==> src/rtl/decoder_scan_if.sv <==
// Select/output bundle for decoder_scan.
//   master: drives en, mode, sel_valid, sel, dwell; observes sel_ready, f, idx,
//           out_valid, wrap, err.
//   slave : the decoder side of the same signals.
interface decoder_scan_if #(
  parameter int unsigned SEL_W   = 4,
  parameter int unsigned OUT_W   = 16,
  parameter int unsigned DWELL_W = 8
);
  logic               en;
  logic               mode;
  logic               sel_valid;
  logic               sel_ready;
  logic [SEL_W-1:0]   sel;
  logic [DWELL_W-1:0] dwell;
  logic [OUT_W-1:0]   f;
  logic [SEL_W-1:0]   idx;
  logic               out_valid;
  logic               wrap;
  logic               err;

  modport master (
    output en, mode, sel_valid, sel, dwell,
    input  sel_ready, f, idx, out_valid, wrap, err
  );

  modport slave (
    input  en, mode, sel_valid, sel, dwell,
    output sel_ready, f, idx, out_valid, wrap, err
  );
endinterface

==> src/rtl/decoder_scan.sv <==
// Registered binary-to-one-hot decoder with select handshake and an
// autonomous scan mode that walks the active line with a programmable dwell.
// Ports:
//   clk  - rising-edge clock
//   rst  - asynchronous active-high reset
//   bus  - decoder_scan_if.slave: en, mode, sel_valid/sel_ready, sel, dwell in;
//          f (one-hot lines), idx, out_valid, wrap, err out (all registered
//          except sel_ready, which is combinational)
// Optional build macro DECODER_SCAN_ACTIVE_LOW_EN: f is driven active-low
// (idle/err value all-ones, active line a single 0); other outputs unchanged.
module decoder_scan #(
  parameter int unsigned SEL_W   = 4,
  parameter int unsigned OUT_W   = 16,  // legal range 2..2**SEL_W
  parameter int unsigned DWELL_W = 8
) (
  input  logic           clk,
  input  logic           rst,
  decoder_scan_if.slave  bus
);

  typedef enum logic [1:0] {IDLE, DECODE, SCAN} state_t;

  localparam int unsigned CMP_W = SEL_W + 1;
  localparam logic [SEL_W-1:0] LAST_IDX = SEL_W'(OUT_W - 1);
`ifdef DECODER_SCAN_ACTIVE_LOW_EN
  localparam logic [OUT_W-1:0] F_OFF = '1;
`else
  localparam logic [OUT_W-1:0] F_OFF = '0;
`endif

  // Physical line pattern for an in-range index.
  function automatic logic [OUT_W-1:0] line(input logic [SEL_W-1:0] i);
    logic [OUT_W-1:0] oh;
    oh = OUT_W'(1) << i;
`ifdef DECODER_SCAN_ACTIVE_LOW_EN
    return ~oh;
`else
    return oh;
`endif
  endfunction

  state_t             state_q, state_d;
  logic [OUT_W-1:0]   f_q, f_d;
  logic [SEL_W-1:0]   idx_q, idx_d;
  logic               ov_q, ov_d;
  logic               wrap_q, wrap_d;
  logic               err_q, err_d;
  logic [DWELL_W-1:0] cnt_q, cnt_d;
  logic [DWELL_W-1:0] dwell_q, dwell_d;

  logic sel_ready_c;
  logic accept_c;
  logic sel_oob_c;
  logic [SEL_W-1:0] idx_nxt_c;

  assign sel_ready_c = bus.en & ~bus.mode & ~rst;
  assign accept_c    = bus.sel_valid & sel_ready_c;
  // Extra bit so OUT_W == 2**SEL_W is representable.
  assign sel_oob_c   = {1'b0, bus.sel} >= CMP_W'(OUT_W);
  assign idx_nxt_c   = (idx_q == LAST_IDX) ? '0 : idx_q + SEL_W'(1);

  // State and output registers.
  always_ff @(posedge clk or posedge rst) begin
    if (rst) begin
      state_q <= IDLE;
      f_q     <= F_OFF;
      idx_q   <= '0;
      ov_q    <= 1'b0;
      wrap_q  <= 1'b0;
      err_q   <= 1'b0;
      cnt_q   <= '0;
      dwell_q <= '0;
    end else begin
      state_q <= state_d;
      f_q     <= f_d;
      idx_q   <= idx_d;
      ov_q    <= ov_d;
      wrap_q  <= wrap_d;
      err_q   <= err_d;
      cnt_q   <= cnt_d;
      dwell_q <= dwell_d;
    end
  end

  // Next state and next output values; en outranks mode, mode outranks sel.
  always_comb begin
    state_d = state_q;
    f_d     = f_q;
    idx_d   = idx_q;
    ov_d    = ov_q;
    wrap_d  = 1'b0;
    err_d   = 1'b0;
    cnt_d   = cnt_q;
    dwell_d = dwell_q;

    if (!bus.en) begin
      state_d = IDLE;
      f_d     = F_OFF;
      idx_d   = '0;
      ov_d    = 1'b0;
      cnt_d   = '0;
    end else if (!bus.mode) begin
      state_d = DECODE;
      cnt_d   = '0;
      if (accept_c) begin
        idx_d = bus.sel;
        ov_d  = 1'b1;
        if (sel_oob_c) begin
          f_d   = F_OFF;
          err_d = 1'b1;
        end else begin
          f_d = line(bus.sel);
        end
      end else if (state_q != DECODE) begin
        // Freshly entered decode: blank until the first accept.
        f_d   = F_OFF;
        idx_d = '0;
        ov_d  = 1'b0;
      end
    end else begin
      state_d = SCAN;
      ov_d    = 1'b1;
      if (state_q != SCAN) begin
        // Scan always restarts at line 0; no wrap on entry.
        idx_d   = '0;
        f_d     = line('0);
        cnt_d   = '0;
        dwell_d = bus.dwell;
      end else if (cnt_q == dwell_q) begin
        // Line done: advance and latch the dwell for the new line.
        idx_d   = idx_nxt_c;
        f_d     = line(idx_nxt_c);
        wrap_d  = (idx_q == LAST_IDX);
        cnt_d   = '0;
        dwell_d = bus.dwell;
      end else begin
        cnt_d = cnt_q + DWELL_W'(1);
      end
    end
  end

  assign bus.sel_ready = sel_ready_c;
  assign bus.f         = f_q;
  assign bus.idx       = idx_q;
  assign bus.out_valid = ov_q;
  assign bus.wrap      = wrap_q;
  assign bus.err       = err_q;

endmodule

==> src/flat_wrapper.sv <==
// flat-port wrapper written by rule: the top's interface ports become plain ports
module decoder_scan_flat 
#(
  parameter int unsigned SEL_W   = 4,
  parameter int unsigned OUT_W   = 16,                            
  parameter int unsigned DWELL_W = 8
)
  (clk, rst, bus_en, bus_mode, bus_sel_valid, bus_sel, bus_dwell, bus_sel_ready, bus_f, bus_idx, bus_out_valid, bus_wrap, bus_err);
  decoder_scan_if #(.SEL_W(SEL_W), .OUT_W(OUT_W), .DWELL_W(DWELL_W)) bus_i ();
  input  logic clk;
  input  logic rst;
  input wire logic [$bits(bus_i.en)-1:0] bus_en;
  input wire logic [$bits(bus_i.mode)-1:0] bus_mode;
  input wire logic [$bits(bus_i.sel_valid)-1:0] bus_sel_valid;
  input wire logic [$bits(bus_i.sel)-1:0] bus_sel;
  input wire logic [$bits(bus_i.dwell)-1:0] bus_dwell;
  output wire logic [$bits(bus_i.sel_ready)-1:0] bus_sel_ready;
  output wire logic [$bits(bus_i.f)-1:0] bus_f;
  output wire logic [$bits(bus_i.idx)-1:0] bus_idx;
  output wire logic [$bits(bus_i.out_valid)-1:0] bus_out_valid;
  output wire logic [$bits(bus_i.wrap)-1:0] bus_wrap;
  output wire logic [$bits(bus_i.err)-1:0] bus_err;
  assign bus_i.en = bus_en;
  assign bus_i.mode = bus_mode;
  assign bus_i.sel_valid = bus_sel_valid;
  assign bus_i.sel = bus_sel;
  assign bus_i.dwell = bus_dwell;
  assign bus_sel_ready = bus_i.sel_ready;
  assign bus_f = bus_i.f;
  assign bus_idx = bus_i.idx;
  assign bus_out_valid = bus_i.out_valid;
  assign bus_wrap = bus_i.wrap;
  assign bus_err = bus_i.err;
  decoder_scan #(.SEL_W(SEL_W), .OUT_W(OUT_W), .DWELL_W(DWELL_W)) u_core (.clk(clk), .rst(rst), .bus(bus_i));
endmodule
==> config.mk <==
export PLATFORM = sky130hd
export DESIGN_NAME = decoder_scan_flat
export DESIGN_NICKNAME = d
export VERILOG_FILES = /design/src/rtl/decoder_scan_if.sv /design/src/rtl/decoder_scan.sv /design/src/flat_wrapper.sv
export SDC_FILE = /design/constraint.sdc
export NUM_CORES = 1
export LEC_CHECK = 0
export BUFFER_PORTS_ARGS = -buffer_cell sky130_fd_sc_hd__buf_2
export CAP_MARGIN = 0
export CORE_MARGIN = 2
export CORE_UTILIZATION = 35
export CTS_CLUSTER_DIAMETER = 120
export DETAILED_ROUTE_END_ITERATION = 8
export SETUP_SLACK_MARGIN = 0.4
export SLEW_MARGIN = 5
export SYNTH_ARGS = -nofsm -noshare
export SYNTH_HDL_FRONTEND = slang
export SYNTH_SLANG_ARGS = --single-unit
==> constraint.sdc <==
create_clock -name clk -period 1.7 [get_ports clk]
set_input_delay 0.085 -clock clk [delete_from_list [all_inputs] [get_ports clk]]
set_output_delay 0.085 -clock clk [all_outputs]
set_load 0.02 [all_outputs]
---- Yosys cells after proc, flatten, opt, wreduce, memory -nomap -nowiden ----
Index checks and enable logic that the tools add are counted.
word-level totals
  register bits after elaboration ......... 40
  bits of input ports ..................... 17
  output and inout bits ................... 24
  logic and storage cells ................. 54
operators by class
  add/subtract/negate cells ............... 2
  equality and inequality tests ........... 6
  shifts and indexed selects .............. 2
  multiplexer cells ....................... 29
  bitwise operators ....................... 5
  reductions and logical operators ........ 3
operator list
  cell                    number
  $mux W16                6
  $mux W8                 6
  $shl A1 B4 Y16 const A  2
  $mux W4                 7
  $add A8 B1 Y8 const B   1
  $eq A8 B8 Y1            1
  $mux W1                 8
  $add A4 B1 Y4 const B   1
  $eq A4 B4 Y1 const B    1
  $mux W2                 2
  $ne A4 B1 Y1 const B    1
  $ne A4 B2 Y1 const B    1
  $and A1 B1 Y1           3
  $reduce_and A3 Y1       1
  $ne A2 B1 Y1 const B    1
  $ne A2 B2 Y1 const B    1
  $not A1 Y1              2
  $reduce_and A2 Y1       1
  $reduce_bool A2 Y1      1

---- Logic depth before layout (Yosys ltp) ----
Gate-level depths: netlist (run 1).
  depth after elaboration ................. 7
  gate-level depth with buffers ........... 7
  depth with buffers taken out ............ 6

---- Worst setup path after synthesis (run 1) ----
Ideal clock, no wire load.
  path kind ............................... reg-to-reg
  start point ............................. register u_core.idx_q[1], in the netlist u_core.bus.idx[1]
  end point ............................... register u_core.f_q[1], in the netlist u_core.bus.f[1]
  library setup time ...................... 0.125 ns
  arrival time ............................ 1.743 ns
  data required time ...................... 1.575 ns
  slack ................................... -0.168 ns
  stages on the path, launching flop included .. 8
  buffers on the path ..................... 1
  period minus slack after synthesis ...... 1.868 ns
  cell sequence ........................... dfrtp_1 -> ha_1 -> clkbuf_1 -> nor3_1 -> a31o_2 -> nand3_1 -> o21ai_0 -> mux2_4
on the way
  word-level cells in the longest chain between the ends .. 7
  elaborated cells between the ends (all ways) .. 8
  classes of those cells .................. add/sub (1); eq/ne (1); shift (1); mux (5)
RTL lines
  element                                               line                 RTL
  from (decl)                                           decoder_scan.sv:44   logic [SEL_W-1:0] idx_q, idx_d;
  from (signal assigned)                                decoder_scan.sv:76   idx_q <= idx_d;
  $add A4 B1 Y4 / $eq A4 B4 Y1 (equally long branches)  decoder_scan.sv:60   assign idx_nxt_c = (idx_q == LAST_IDX) ? '0 : idx_q + SEL_W'(1);
  $mux W4 (*)                                           decoder_scan.sv:60
  $shl A1 B4 Y16 (*)                                    decoder_scan.sv:34   oh = OUT_W'(1) << i;
  $mux W16 (*)                                          decoder_scan.sv:129  end else if (cnt_q == dwell_q) begin
  $mux W16 (*)                                          decoder_scan.sv:123  if (state_q != SCAN) begin
  $mux W16 (*)                                          decoder_scan.sv:102  end else if (!bus.mode) begin
  $mux W16 (*)                                          decoder_scan.sv:96   if (!bus.en) begin
  to (signal assigned)                                  decoder_scan.sv:66   f_q <= F_OFF;
  to (signal assigned)                                  decoder_scan.sv:75   f_q <= f_d;
  to (decl)                                             decoder_scan.sv:43   logic [OUT_W-1:0] f_q, f_d;
Every way passes the cells marked *; elsewhere a longest branch is shown, timed or not. The select of a mux whose other input is x is not followed.
A chain may end at the register's enable or synchronous reset.

---- Worst setup path in the final report (run 1) ----
  start point ............................. register u_core.dwell_q[5]
  end point ............................... register u_core.f_q[11], in the netlist u_core.bus.f[11]
on the way
  word-level cells in the longest chain between the ends .. 3
RTL lines
  element                             line                 RTL
  from (decl)                         decoder_scan.sv:49   logic [DWELL_W-1:0] dwell_q, dwell_d;
  from (signal assigned)              decoder_scan.sv:81   dwell_q <= dwell_d;
  $eq A8 B8 Y1                        decoder_scan.sv:129
  $ne A4 B2 Y1 (no source line)       n/a
  $reduce_and A2 Y1 (no source line)  n/a
Every way passes these cells.

==> report_table.html, run 1 <==
<table>
<tr><th>Metric</th><th>Value</th></tr>
<tr><th colspan="2">Pwr</th></tr>
<tr><td>Largest voltage drop on the vdd net</td><td>358 uV</td></tr>
<tr><td>Power per unit of standard cell area</td><td>693 mW/mm^2</td></tr>
<tr><td>Switching power of the nets</td><td>about 550 uW</td></tr>
<tr><td>Sequential fraction of design power</td><td>between 50% and 60%</td></tr>
<tr><td>Share of total power consumed by net switching</td><td>26.8%</td></tr>
<tr><td>Leak pwr</td><td>around 1.5 nW</td></tr>
<tr><td>Clock network fraction of design power</td><td>a little under a third</td></tr>
<tr><td>Int Pwr</td><td>~1.5 mW</td></tr>
<tr><td>Combinational cell fraction of total power</td><td>17.5%</td></tr>
<tr><th colspan="2">Die</th></tr>
<tr><td>Std-Cell Rows</td><td>29</td></tr>
<tr><td>Number of top-level pins</td><td>41</td></tr>
<tr><td>X dimension of the die</td><td>approximately 85 um</td></tr>
<tr><td>Effective utilization at floorplan</td><td>between 30% and 40%</td></tr>
<tr><td>Die footprint</td><td>between 0.007 and 0.008 mm^2</td></tr>
<tr><td>Core area</td><td>0.00635 mm^2</td></tr>
<tr><td>Height of the chip</td><td>roughly 85 um</td></tr>
<tr><th colspan="2">Timing</th></tr>
<tr><td>Final Setup Violations</td><td>32</td></tr>
<tr><td>Clock skew after layout</td><td>around 0.0051 ns</td></tr>
<tr><td>Post-route clock period utilization</td><td>107%</td></tr>
<tr><td>Hold violation count in the final report</td><td>0</td></tr>
<tr><td>Number of pins exceeding their max-slew limit in the final report</td><td>0</td></tr>
<tr><td>Worst Slack Setup Final</td><td>-0.124 ns</td></tr>
<tr><td>Unrepaired setup endpoints after global routing</td><td>true</td></tr>
<tr><td>Final critical-path required period</td><td>1.82 ns</td></tr>
<tr><td>Worst hold slack across all endpoints</td><td>around 0.024 ns</td></tr>
<tr><td>Maximum clock frequency</td><td>548 MHz</td></tr>
<tr><th colspan="2">Critical path</th></tr>
<tr><td>FF-to-FF Start</td><td>u_core.dwell_q[5]$_DFFE_PP0P_</td></tr>
<tr><td>Cell type group with the largest total delay on the critical path</td><td>simple AND/OR/NAND/NOR gates</td></tr>
<tr><td>WP buf/inv</td><td>1</td></tr>
<tr><td>Ordered list of cells on the worst path</td><td>xor2_1 -&gt; nor4_4 -&gt; nand2_4 -&gt; a21oi_4 -&gt; buf_12 -&gt; mux2_4</td></tr>
<tr><td>Logic depth of the worst register-to-register path</td><td>6</td></tr>
<tr><td>Crit-path max cell delay</td><td>~0.40 ns</td></tr>
<tr><td>Flop-to-flop setup slack</td><td>-0.12 ns</td></tr>
<tr><td>Crit path required time</td><td>~1.9 ns</td></tr>
<tr><td>Startpoint kind of the worst setup timing path</td><td>flop</td></tr>
<tr><td>Slowest library cell on the worst path</td><td>sky130_fd_sc_hd__dfrtp_1</td></tr>
<tr><td>Endpoint arrival time on the critical path</td><td>about 2.0 ns</td></tr>
<tr><td>Setup crit end kind</td><td>flop</td></tr>
<tr><td>CP max FO</td><td>10</td></tr>
<tr><td>Beginning of the critical path</td><td>u_core.dwell_q[5]$_DFFE_PP0P_</td></tr>
<tr><td>Critical Path Stages</td><td>6</td></tr>
<tr><td>Kind of critical path</td><td>reg2reg</td></tr>
<tr><td>Destination of the worst register-to-register timing path</td><td>u_core.bus.f[11]$_DFFE_PP0P_</td></tr>
<tr><th colspan="2">Placed design</th></tr>
<tr><td>RePlAce Congestion</td><td>about 0.8</td></tr>
<tr><td>DP Area</td><td>0.00277 mm^2</td></tr>
<tr><td>HPWL Detailed</td><td>a little over 4000 um</td></tr>
<tr><td>Worst Setup Slack post-DPL</td><td>-0.139 ns</td></tr>
<tr><td>Inst Count DP</td><td>348</td></tr>
<tr><td>Buffers added on ports</td><td>39</td></tr>
<tr><th colspan="2">Clock network</th></tr>
<tr><td>CTS root buffer</td><td>sky130_fd_sc_hd__clkbuf_8</td></tr>
<tr><td>Number of H-tree branching levels</td><td>2</td></tr>
<tr><td>Clock sink total</td><td>40</td></tr>
<tr><td>Buffers from clock root to sink, at most</td><td>2</td></tr>
<tr><td>Skew-Pair Late Insertion Delay</td><td>0.29 ns</td></tr>
<tr><td>Clock-pin slew reported for the worst setup and hold paths after clock tree synthesis</td><td>0.08 ns</td></tr>
<tr><td>Total CTS buffers</td><td>5</td></tr>
<tr><td>Clock tree from TritonCTS</td><td>built</td></tr>
<tr><th colspan="2">Outcome</th></tr>
<tr><td>Failing checks</td><td>negative setup slack</td></tr>
<tr><td>Run status</td><td>complete, but fails checks</td></tr>
<tr><th colspan="2">Logic synthesis</th></tr>
<tr><td>Mean post-synth cell area</td><td>10.6 um^2</td></tr>
<tr><td>Yosys top cell area share</td><td>between 40% and 50%</td></tr>
<tr><td>Post-synth EDFFs</td><td>0</td></tr>
<tr><td>Fraction of registers with async set or reset after synthesis</td><td>100%</td></tr>
<tr><td>Top_reg_cell synth</td><td>sky130_fd_sc_hd__dfrtp_1</td></tr>
<tr><td>Synth Net Count</td><td>approximately 240</td></tr>
<tr><td>Cell area after synthesis</td><td>between 0.002 and 0.0025 mm^2</td></tr>
<tr><td>Gate Count Post-Synth</td><td>roughly 220</td></tr>
<tr><td>Top cells by area, synth</td><td>sky130_fd_sc_hd__dfrtp_1 43%, sky130_fd_sc_hd__mux2_4 5.2%, sky130_fd_sc_hd__xor2_1 4.9%</td></tr>
<tr><td>Synthesis Warnings</td><td>0</td></tr>
<tr><td>FF+latch count, synth</td><td>40</td></tr>
<tr><td>Share of synthesized area occupied by flip-flops and latches</td><td>43.4%</td></tr>
<tr><td>Library cell occupying the most area in the post-synthesis netlist</td><td>sky130_fd_sc_hd__dfrtp_1</td></tr>
<tr><td>Count of unique library cells instantiated by Yosys</td><td>46</td></tr>
<tr><th colspan="2">Final layout</th></tr>
<tr><td>Inserted Diodes</td><td>0</td></tr>
<tr><td># fillers</td><td>approximately 600</td></tr>
<tr><td>Layout Cells excl Fill</td><td>360</td></tr>
<tr><td>Post-route core utilization</td><td>between 40 and 50%</td></tr>
<tr><td>Net total in the final layout</td><td>~310</td></tr>
<tr><td>Final Instance Area</td><td>around 0.003 mm^2</td></tr>
<tr><td>Layout cell share with drive strength beyond 1</td><td>38.5%</td></tr>
<tr><td>Synth-to-Final Area Change</td><td>29.4%</td></tr>
<tr><th colspan="2">Detailed routing</th></tr>
<tr><td>Number of optimization iterations in the first detailed-route pass</td><td>4</td></tr>
<tr><td>Final Routed Wirelength</td><td>between 5000 and 6000 um</td></tr>
<tr><td>Wire length per cell after detailed routing</td><td>15.4 um</td></tr>
<tr><td>Drt via density</td><td>5.32</td></tr>
<tr><td>Routed vias</td><td>around 1900</td></tr>
<tr><td>Drt initial violations</td><td>110</td></tr>
<tr><td>Antenna violation net count after detailed routing</td><td>0</td></tr>
<tr><td>Number of design rule violations left after detail routing</td><td>0</td></tr>
<tr><th colspan="2">Worst hold path</th></tr>
<tr><td>Worst hold stages</td><td>2</td></tr>
<tr><td>Class of the tightest hold or removal check</td><td>in2reg</td></tr>
<tr><td>Worst hold path endpoint</td><td>u_core.dwell_q[7]$_DFFE_PP0P_</td></tr>
<tr><td>Start point of the worst min-delay path</td><td>bus_dwell[7]</td></tr>
<tr><th colspan="2">Global route</th></tr>
<tr><td>Wire length of the first global-routing pass</td><td>between 9000 and 10000 um</td></tr>
<tr><td>Total congestion overflow</td><td>0</td></tr>
<tr><td>Initial antenna violation count</td><td>0</td></tr>
<tr><td>Pin count of the biggest net entering global routing</td><td>17</td></tr>
<tr><td>Global Route Usage Sum</td><td>~16%</td></tr>
<tr><td>Number of global-route vias before repair</td><td>~1900</td></tr>
<tr><th colspan="2">Flow run</th></tr>
<tr><td>Number of max-cap violations</td><td>0</td></tr>
</table>
==> cells in the final DEF (no fill, tap or decap), drive strengths merged, types with 2 or more instances in the layout <==
cell type  netlist  final
mux2i            7      7
o21ai            7      7
o22a             3      3
and3             5      5
buf              4     65
mux2            16     16
xor2            13     13
nor3             3      3
a211oi           3      3
nand4            4      4
nor4             2      2
clkbuf           5      8
nand2b           3      3
inv             10     10
o22ai           11     11
a2bb2oi          4      4
dfrtp           40     40
nor2            12     12
a31oi            2      2
nand2           17     17
a21oi            8      8
nor2b            4      4
nand3           13     13
ha               6      6
==> worst max path at each step <==
stage | to | slack (ns)
finish | u_core.bus.f[11]$_DFFE_PP0P_ | -0.12
global route | u_core.bus.f[15]$_DFFE_PP0P_ | -0.23
CTS | u_core.dwell_q[5]$_DFFE_PP0P_ | -0.14
detailed placement | u_core.dwell_q[5]$_DFFE_PP0P_ | -0.14
global placement | u_core.dwell_q[5]$_DFFE_PP0P_ | -0.11
floorplan | u_core.bus.f[0]$_DFFE_PP0P_ | -0.13
==> area by class of cell <==
type / count / area (um^2) / share of cell area, %
Multi-Input combinational cell: 159 / 1310 / 44.0
Timing Repair Buffer: 66 / 445 / 14.9
Sequential cell: 40 / 1000 / 33.6
Clock buffer: 8 / 90.1 / 3.02
Inverter: 10 / 37.5 / 1.26
Tap cell: 77 / 96.3 / 3.23
==> power by group through the flow <==
stage	Clock (mW)	Sequential [mW]	Combinational [mW]
after floorplan	0	1.06	0.204
after global placement	0	1.06	0.312
after detailed placement	0	1.06	0.316
after CTS	0.680	1.05	0.354
after global routing	0.719	1.05	0.394
final	0.658	1.05	0.363
==> metrics by stage <==
stage	setup TNS, ns	total power [mW]
after floorplan	-1.86	1.27
after global placement	-1.74	1.37
after detailed placement	-2.41	1.38
after CTS	-3.27	2.08
after global routing	-5.82	2.17
final	-2.54	2.07
==> cells in the mapped netlist (6+ instances only) <==
cell type and instances:
sky130_fd_sc_hd__o21ai_0 7, sky130_fd_sc_hd__inv_1 10, sky130_fd_sc_hd__mux2_2 8, sky130_fd_sc_hd__xor2_1 13, sky130_fd_sc_hd__nand2_1 16, sky130_fd_sc_hd__dfrtp_1 40
sky130_fd_sc_hd__mux2i_1 7, sky130_fd_sc_hd__nand3_1 13, sky130_fd_sc_hd__a21oi_1 6, sky130_fd_sc_hd__nor2_1 12, sky130_fd_sc_hd__o22ai_1 11, sky130_fd_sc_hd__mux2_4 8
sky130_fd_sc_hd__ha_1 6
==> kinds of logic after synthesis <==
family | share of synthesized area [%]
flops | 43.4
other cells | 0.162
simple gates | 18.2
mux | 12.1
fa+ha+maj | 3.25
xor+xnor | 5.31
compound gates | 13.6
buf+inv | 4.01
==> flip-flops by register name, summed over array words and instances, names as in the netlist <==
signal / count
u_core.bus.out_valid: 1
u_core.cnt_q: 8
u_core.state_q: 2
u_core.bus.f: 16
u_core.bus.idx: 4
u_core.bus.wrap: 1
u_core.dwell_q: 8
==> routing by layer <==
layer  global-route usage, %  part of all wire (%)
met5                       0                     0
met3                    2.43                   5.3
met2                    25.0                    46
met1                    23.3                    47
met4                    5.34                   1.7
==> timing repair <==
| item | CTS | global route |
|---|---|---|
| hold buffers | 1 | 0 |
| gates cloned | 0 | 0 |
| hold endpoints to repair | 40 | 0 |
| endpoints found under the setup margin | 37 | 37 |
| setup buffers | 2 | 1 |
| pin swaps | 4 | 2 |
| resized for setup | 15 | 5 |
==> worst reg2reg max path, cell delays in order, from the launching register on <==
cell                      delay, ns
sky130_fd_sc_hd__dfrtp_1       0.40
sky130_fd_sc_hd__xor2_1        0.19
sky130_fd_sc_hd__nor4_4        0.37
sky130_fd_sc_hd__nand2_4       0.11
sky130_fd_sc_hd__a21oi_4       0.16
sky130_fd_sc_hd__buf_12        0.17
sky130_fd_sc_hd__mux2_4        0.31
(Power assumes the default switching activity.)
==> run 2, diff against run 1 <==
--- a/config.mk
+++ b/config.mk
@@ -11,6 +11,7 @@
 export CORE_UTILIZATION = 35
 export CTS_CLUSTER_DIAMETER = 120
 export DETAILED_ROUTE_END_ITERATION = 8
+export HOLD_SLACK_MARGIN = 0.03
 export SETUP_SLACK_MARGIN = 0.4
 export SLEW_MARGIN = 5
 export SYNTH_ARGS = -nofsm -noshare
==> run 2 against run 1 <==
- the run still ends with negative setup slack left
- clock skew is 0.0010 ns higher
- register-to-register slack hardly changed
- setup slack better by 0.015 ns
- clock power hardly changed
- highest routed layer unchanged
- hold slack better by 0.010 ns
- sequential power hardly changed
- fmax is 0.82% higher
- utilization is 0.95 points higher
- power is 0.47% higher
- combinational power is 2% higher
==> report_table.html, run 2 (synthesis gave the netlist of run 1 again) <==
<table>
<tr><th>Metric</th><th>Value</th></tr>
<tr><th colspan="2">Detailed routing</th></tr>
<tr><td>Drt via density</td><td>5.25 (-1.3%)</td></tr>
<tr><td>Number of optimization iterations in the first detailed-route pass</td><td>5 (+1)</td></tr>
<tr><td>Wire length per cell after detailed routing</td><td>15.0 um (-2.3%)</td></tr>
<tr><td>Final Routed Wirelength</td><td>5490 um (-0.67%)</td></tr>
<tr><td>Antenna violation net count after detailed routing</td><td>0 (unchanged)</td></tr>
<tr><td>Routed vias</td><td>1922 (+0.37%)</td></tr>
<tr><td>Drt initial violations</td><td>118 (+7.3%)</td></tr>
<tr><td>Number of design rule violations left after detail routing</td><td>0 (unchanged)</td></tr>
<tr><th colspan="2">Worst hold path</th></tr>
<tr><td>Start point of the worst min-delay path</td><td>bus_dwell[4]</td></tr>
<tr><td>Class of the tightest hold or removal check</td><td>in2reg</td></tr>
<tr><td>Worst hold stages</td><td>2 (unchanged)</td></tr>
<tr><td>Worst hold path endpoint</td><td>u_core.dwell_q[4]$_DFFE_PP0P_</td></tr>
<tr><th colspan="2">Final layout</th></tr>
<tr><td>Layout cell share with drive strength beyond 1</td><td>37.7% (-0.80 points)</td></tr>
<tr><td># fillers</td><td>595 (-1.0%)</td></tr>
<tr><td>Most common cell after layout, fill and taps aside</td><td>sky130_fd_sc_hd__buf_2</td></tr>
<tr><td>Synth-to-Final Area Change</td><td>32.0%</td></tr>
<tr><td>Post-route core utilization</td><td>48.0% (+0.95 points)</td></tr>
<tr><td>Highest-count cells in the layout ignoring fill and taps</td><td>39 x sky130_fd_sc_hd__buf_2, 38 x sky130_fd_sc_hd__dfrtp_1, 21 x sky130_fd_sc_hd__buf_4, 16 x sky130_fd_sc_hd__mux2_4, 15 x sky130_fd_sc_hd__nand2_1</td></tr>
<tr><td>Flip-flop count of the largest register after layout</td><td>16 (unchanged)</td></tr>
<tr><td>Inserted Diodes</td><td>0 (unchanged)</td></tr>
<tr><td>Net total in the final layout</td><td>311 (+2.0%)</td></tr>
<tr><th colspan="2">Pwr</th></tr>
<tr><td>Leak pwr</td><td>1.50 nW (+1.7%)</td></tr>
<tr><td>Largest voltage drop on the vdd net</td><td>357 uV (-0.32%)</td></tr>
<tr><td>Power per unit of standard cell area</td><td>682 mW/mm^2 (-1.5%)</td></tr>
<tr><th colspan="2">Timing</th></tr>
<tr><td>Number of pins exceeding their max-slew limit in the final report</td><td>0 (unchanged)</td></tr>
<tr><td>Final Setup Violations</td><td>30 (-6.3%)</td></tr>
<tr><td>Post-route setup TNS</td><td>-2.14 ns (+0.402 ns)</td></tr>
<tr><td>Final critical-path required period</td><td>1.81 ns (-0.0147 ns)</td></tr>
<tr><td>Hold violation count in the final report</td><td>0 (unchanged)</td></tr>
<tr><td>Worst hold slack across all endpoints</td><td>0.0341 ns (+0.0102 ns)</td></tr>
<tr><td>Worst Slack Setup Final</td><td>-0.109 ns (+0.0147 ns)</td></tr>
<tr><td>Unrepaired setup endpoints after global routing</td><td>true</td></tr>
<tr><td>Post-route clock period utilization</td><td>106% (-0.87 points)</td></tr>
<tr><td>Maximum clock frequency</td><td>553 MHz (+0.82%)</td></tr>
<tr><td>Clock skew after layout</td><td>0.00615 ns (+0.00102 ns)</td></tr>
<tr><th colspan="2">Global route</th></tr>
<tr><td>Number of global-route vias before repair</td><td>1891 (+0.80%)</td></tr>
<tr><td>Initial antenna violation count</td><td>0 (unchanged)</td></tr>
<tr><td>Pin count of the biggest net entering global routing</td><td>17 (unchanged)</td></tr>
<tr><td>Wire length of the first global-routing pass</td><td>9450 um (+0.60%)</td></tr>
<tr><td>Global Route Usage Sum</td><td>16.2% (+0.061 points)</td></tr>
<tr><td>Total congestion overflow</td><td>0 (unchanged)</td></tr>
<tr><th colspan="2">Die</th></tr>
<tr><td>Number of top-level pins</td><td>41 (unchanged)</td></tr>
<tr><td>Die footprint</td><td>0.00726 mm^2 (unchanged)</td></tr>
<tr><td>Height of the chip</td><td>85.2 um (unchanged)</td></tr>
<tr><td>X dimension of the die</td><td>85.2 um (unchanged)</td></tr>
<tr><td>Effective utilization at floorplan</td><td>36.4% (unchanged)</td></tr>
<tr><td>Core area</td><td>0.00635 mm^2 (unchanged)</td></tr>
<tr><td>Std-Cell Rows</td><td>29 (unchanged)</td></tr>
<tr><th colspan="2">Outcome</th></tr>
<tr><td>Run status</td><td>complete, but fails checks</td></tr>
<tr><td>Failing checks</td><td>negative setup slack</td></tr>
<tr><th colspan="2">Critical path</th></tr>
<tr><td>Endpoint arrival time on the critical path</td><td>1.99 ns (about the same)</td></tr>
<tr><td>Slowest library cell on the worst path</td><td>sky130_fd_sc_hd__dfrtp_1</td></tr>
<tr><td>Ordered list of cells on the worst path</td><td>xor2_1 -&gt; nor4_4 -&gt; nand2_4 -&gt; a21oi_4 -&gt; buf_12 -&gt; mux2_4</td></tr>
<tr><td>Crit-path max cell delay</td><td>0.39 ns (about the same)</td></tr>
<tr><td>CP max FO</td><td>10 (unchanged)</td></tr>
<tr><td>Setup crit end kind</td><td>flop</td></tr>
<tr><td>FF-to-FF Start</td><td>u_core.dwell_q[5]$_DFFE_PP0P_</td></tr>
<tr><td>Flop-to-flop setup slack</td><td>-0.11 ns (about the same)</td></tr>
<tr><td>Destination of the worst register-to-register timing path</td><td>u_core.bus.f[11]$_DFFE_PP0P_</td></tr>
<tr><td>WP buf/inv</td><td>1 (unchanged)</td></tr>
<tr><td>Kind of critical path</td><td>reg2reg</td></tr>
<tr><td>Logic depth of the worst register-to-register path</td><td>6 (unchanged)</td></tr>
<tr><td>Cell type group with the largest total delay on the critical path</td><td>simple AND/OR/NAND/NOR gates</td></tr>
<tr><td>Startpoint kind of the worst setup timing path</td><td>flop</td></tr>
<tr><td>Crit path required time</td><td>1.88 ns (about the same)</td></tr>
<tr><th colspan="2">Placed design</th></tr>
<tr><td>RePlAce Congestion</td><td>0.800 (unchanged)</td></tr>
<tr><td>HPWL Detailed</td><td>4090 um (unchanged)</td></tr>
<tr><td>Buffers added on ports</td><td>39 (unchanged)</td></tr>
<tr><td>Worst Setup Slack post-DPL</td><td>-0.139 ns (unchanged)</td></tr>
<tr><th colspan="2">Clock network</th></tr>
<tr><td>Skew-Pair Late Insertion Delay</td><td>0.29 ns (about the same)</td></tr>
<tr><td>CTS root buffer</td><td>sky130_fd_sc_hd__clkbuf_8</td></tr>
<tr><td>Clock tree from TritonCTS</td><td>built</td></tr>
<tr><td>Buffers from clock root to sink, at most</td><td>2 (unchanged)</td></tr>
<tr><td>Number of H-tree branching levels</td><td>2 (unchanged)</td></tr>
<tr><td>Clock sink total</td><td>40 (unchanged)</td></tr>
<tr><td>Clock-pin slew reported for the worst setup and hold paths after clock tree synthesis</td><td>0.08 ns (about the same)</td></tr>
<tr><td>Total CTS buffers</td><td>5 (unchanged)</td></tr>
<tr><th colspan="2">Flow run</th></tr>
<tr><td>Number of max-cap violations</td><td>0 (unchanged)</td></tr>
</table>
-- run 2: cell count changes in the layout (fill, tap and decap cells not counted), sizes merged --
| cell | change |
|---|---|
| dlygate4sd3 | +6 |
-- run 2: how the worst max path moves through the flow --
stage,from,endpoint,slack [ns],cells past startpoint
after floorplan,u_core.cnt_q[2]$_DFF_PP0_,u_core.bus.f[0]$_DFFE_PP0P_,-0.13,6
after global placement,u_core.dwell_q[5]$_DFFE_PP0P_,u_core.dwell_q[5]$_DFFE_PP0P_,-0.11,5
after detailed placement,u_core.dwell_q[5]$_DFFE_PP0P_,u_core.dwell_q[5]$_DFFE_PP0P_,-0.14,5
after CTS,u_core.dwell_q[3]$_DFFE_PP0P_,u_core.dwell_q[5]$_DFFE_PP0P_,-0.14,6
after global routing,u_core.dwell_q[5]$_DFFE_PP0P_,u_core.bus.f[15]$_DFFE_PP0P_,-0.23,7
final,u_core.dwell_q[5]$_DFFE_PP0P_,u_core.bus.f[11]$_DFFE_PP0P_,-0.11,6
-- run 2: layer usage --
| layer | share of wire [%] | vias to the layer above | global-route usage [%] | wire length, um |
|---|---|---|---|---|
| li1 | - | 925 | - | - |
| met1 | 47 | 934 | 23.5 | 2610 |
| met2 | 46 | 55 | 25.0 | 2510 |
| met3 | 5.1 | 8 | 2.43 | 281 |
| met4 | 1.7 | 0 | 5.34 | 94 |
| met5 | 0 | - | 0 | 0 |
-- run 2: stage by stage --
step	cells	power (mW)	cell area (um^2)
detailed placement	348	1.38	2770
finish	366	2.08	3050
floorplan	218	1.27	2340
CTS	365	2.09	3020
global placement	348	1.37	2770
global route	366	2.18	3050
-- run 2: worst register-to-register path: cells and delay by family (launching register included) --
family / cells / cell delay [ns]
AOI/OAI and AO/OA: 1 / 0.16
xor gates and xnor gates: 1 / 0.19
buffers and inverters: 1 / 0.17
DFF: 1 / 0.39
muxes: 1 / 0.31
and+or+nand+nor: 2 / 0.48
-- run 2: repair_timing --
action | in CTS | in global routing
hold endpoints to repair | 46 | 0
gates cloned | 0 | 0
hold buffers | 7 | 0
endpoints found under the setup margin | 37 | 37
resized for setup | 15 | 5
pin swaps | 4 | 2
buffers inserted | 2 | 1
-- run 2: power by group --
group / switching, mW / total [mW] / leakage (nW) / internal [mW]
Sequential: 0.0467 / 1.05 / 0.531 / 1.00
Combinational: 0.180 / 0.371 / 0.921 / 0.191
Clock: 0.328 / 0.660 / 0.0455 / 0.331
Total: 0.555 / 2.08 / 1.50 / 1.52
-- run 2: final cells by class --
cell class	instances	area, um^2	area share, %
Multi-Input combinational cell	159	1310	43.1
Sequential cell	40	1000	32.9
Timing Repair Buffer	72	505	16.6
Tap cell	77	96.3	3.16
Clock buffer	8	90.1	2.96
Inverter	10	37.5	1.23
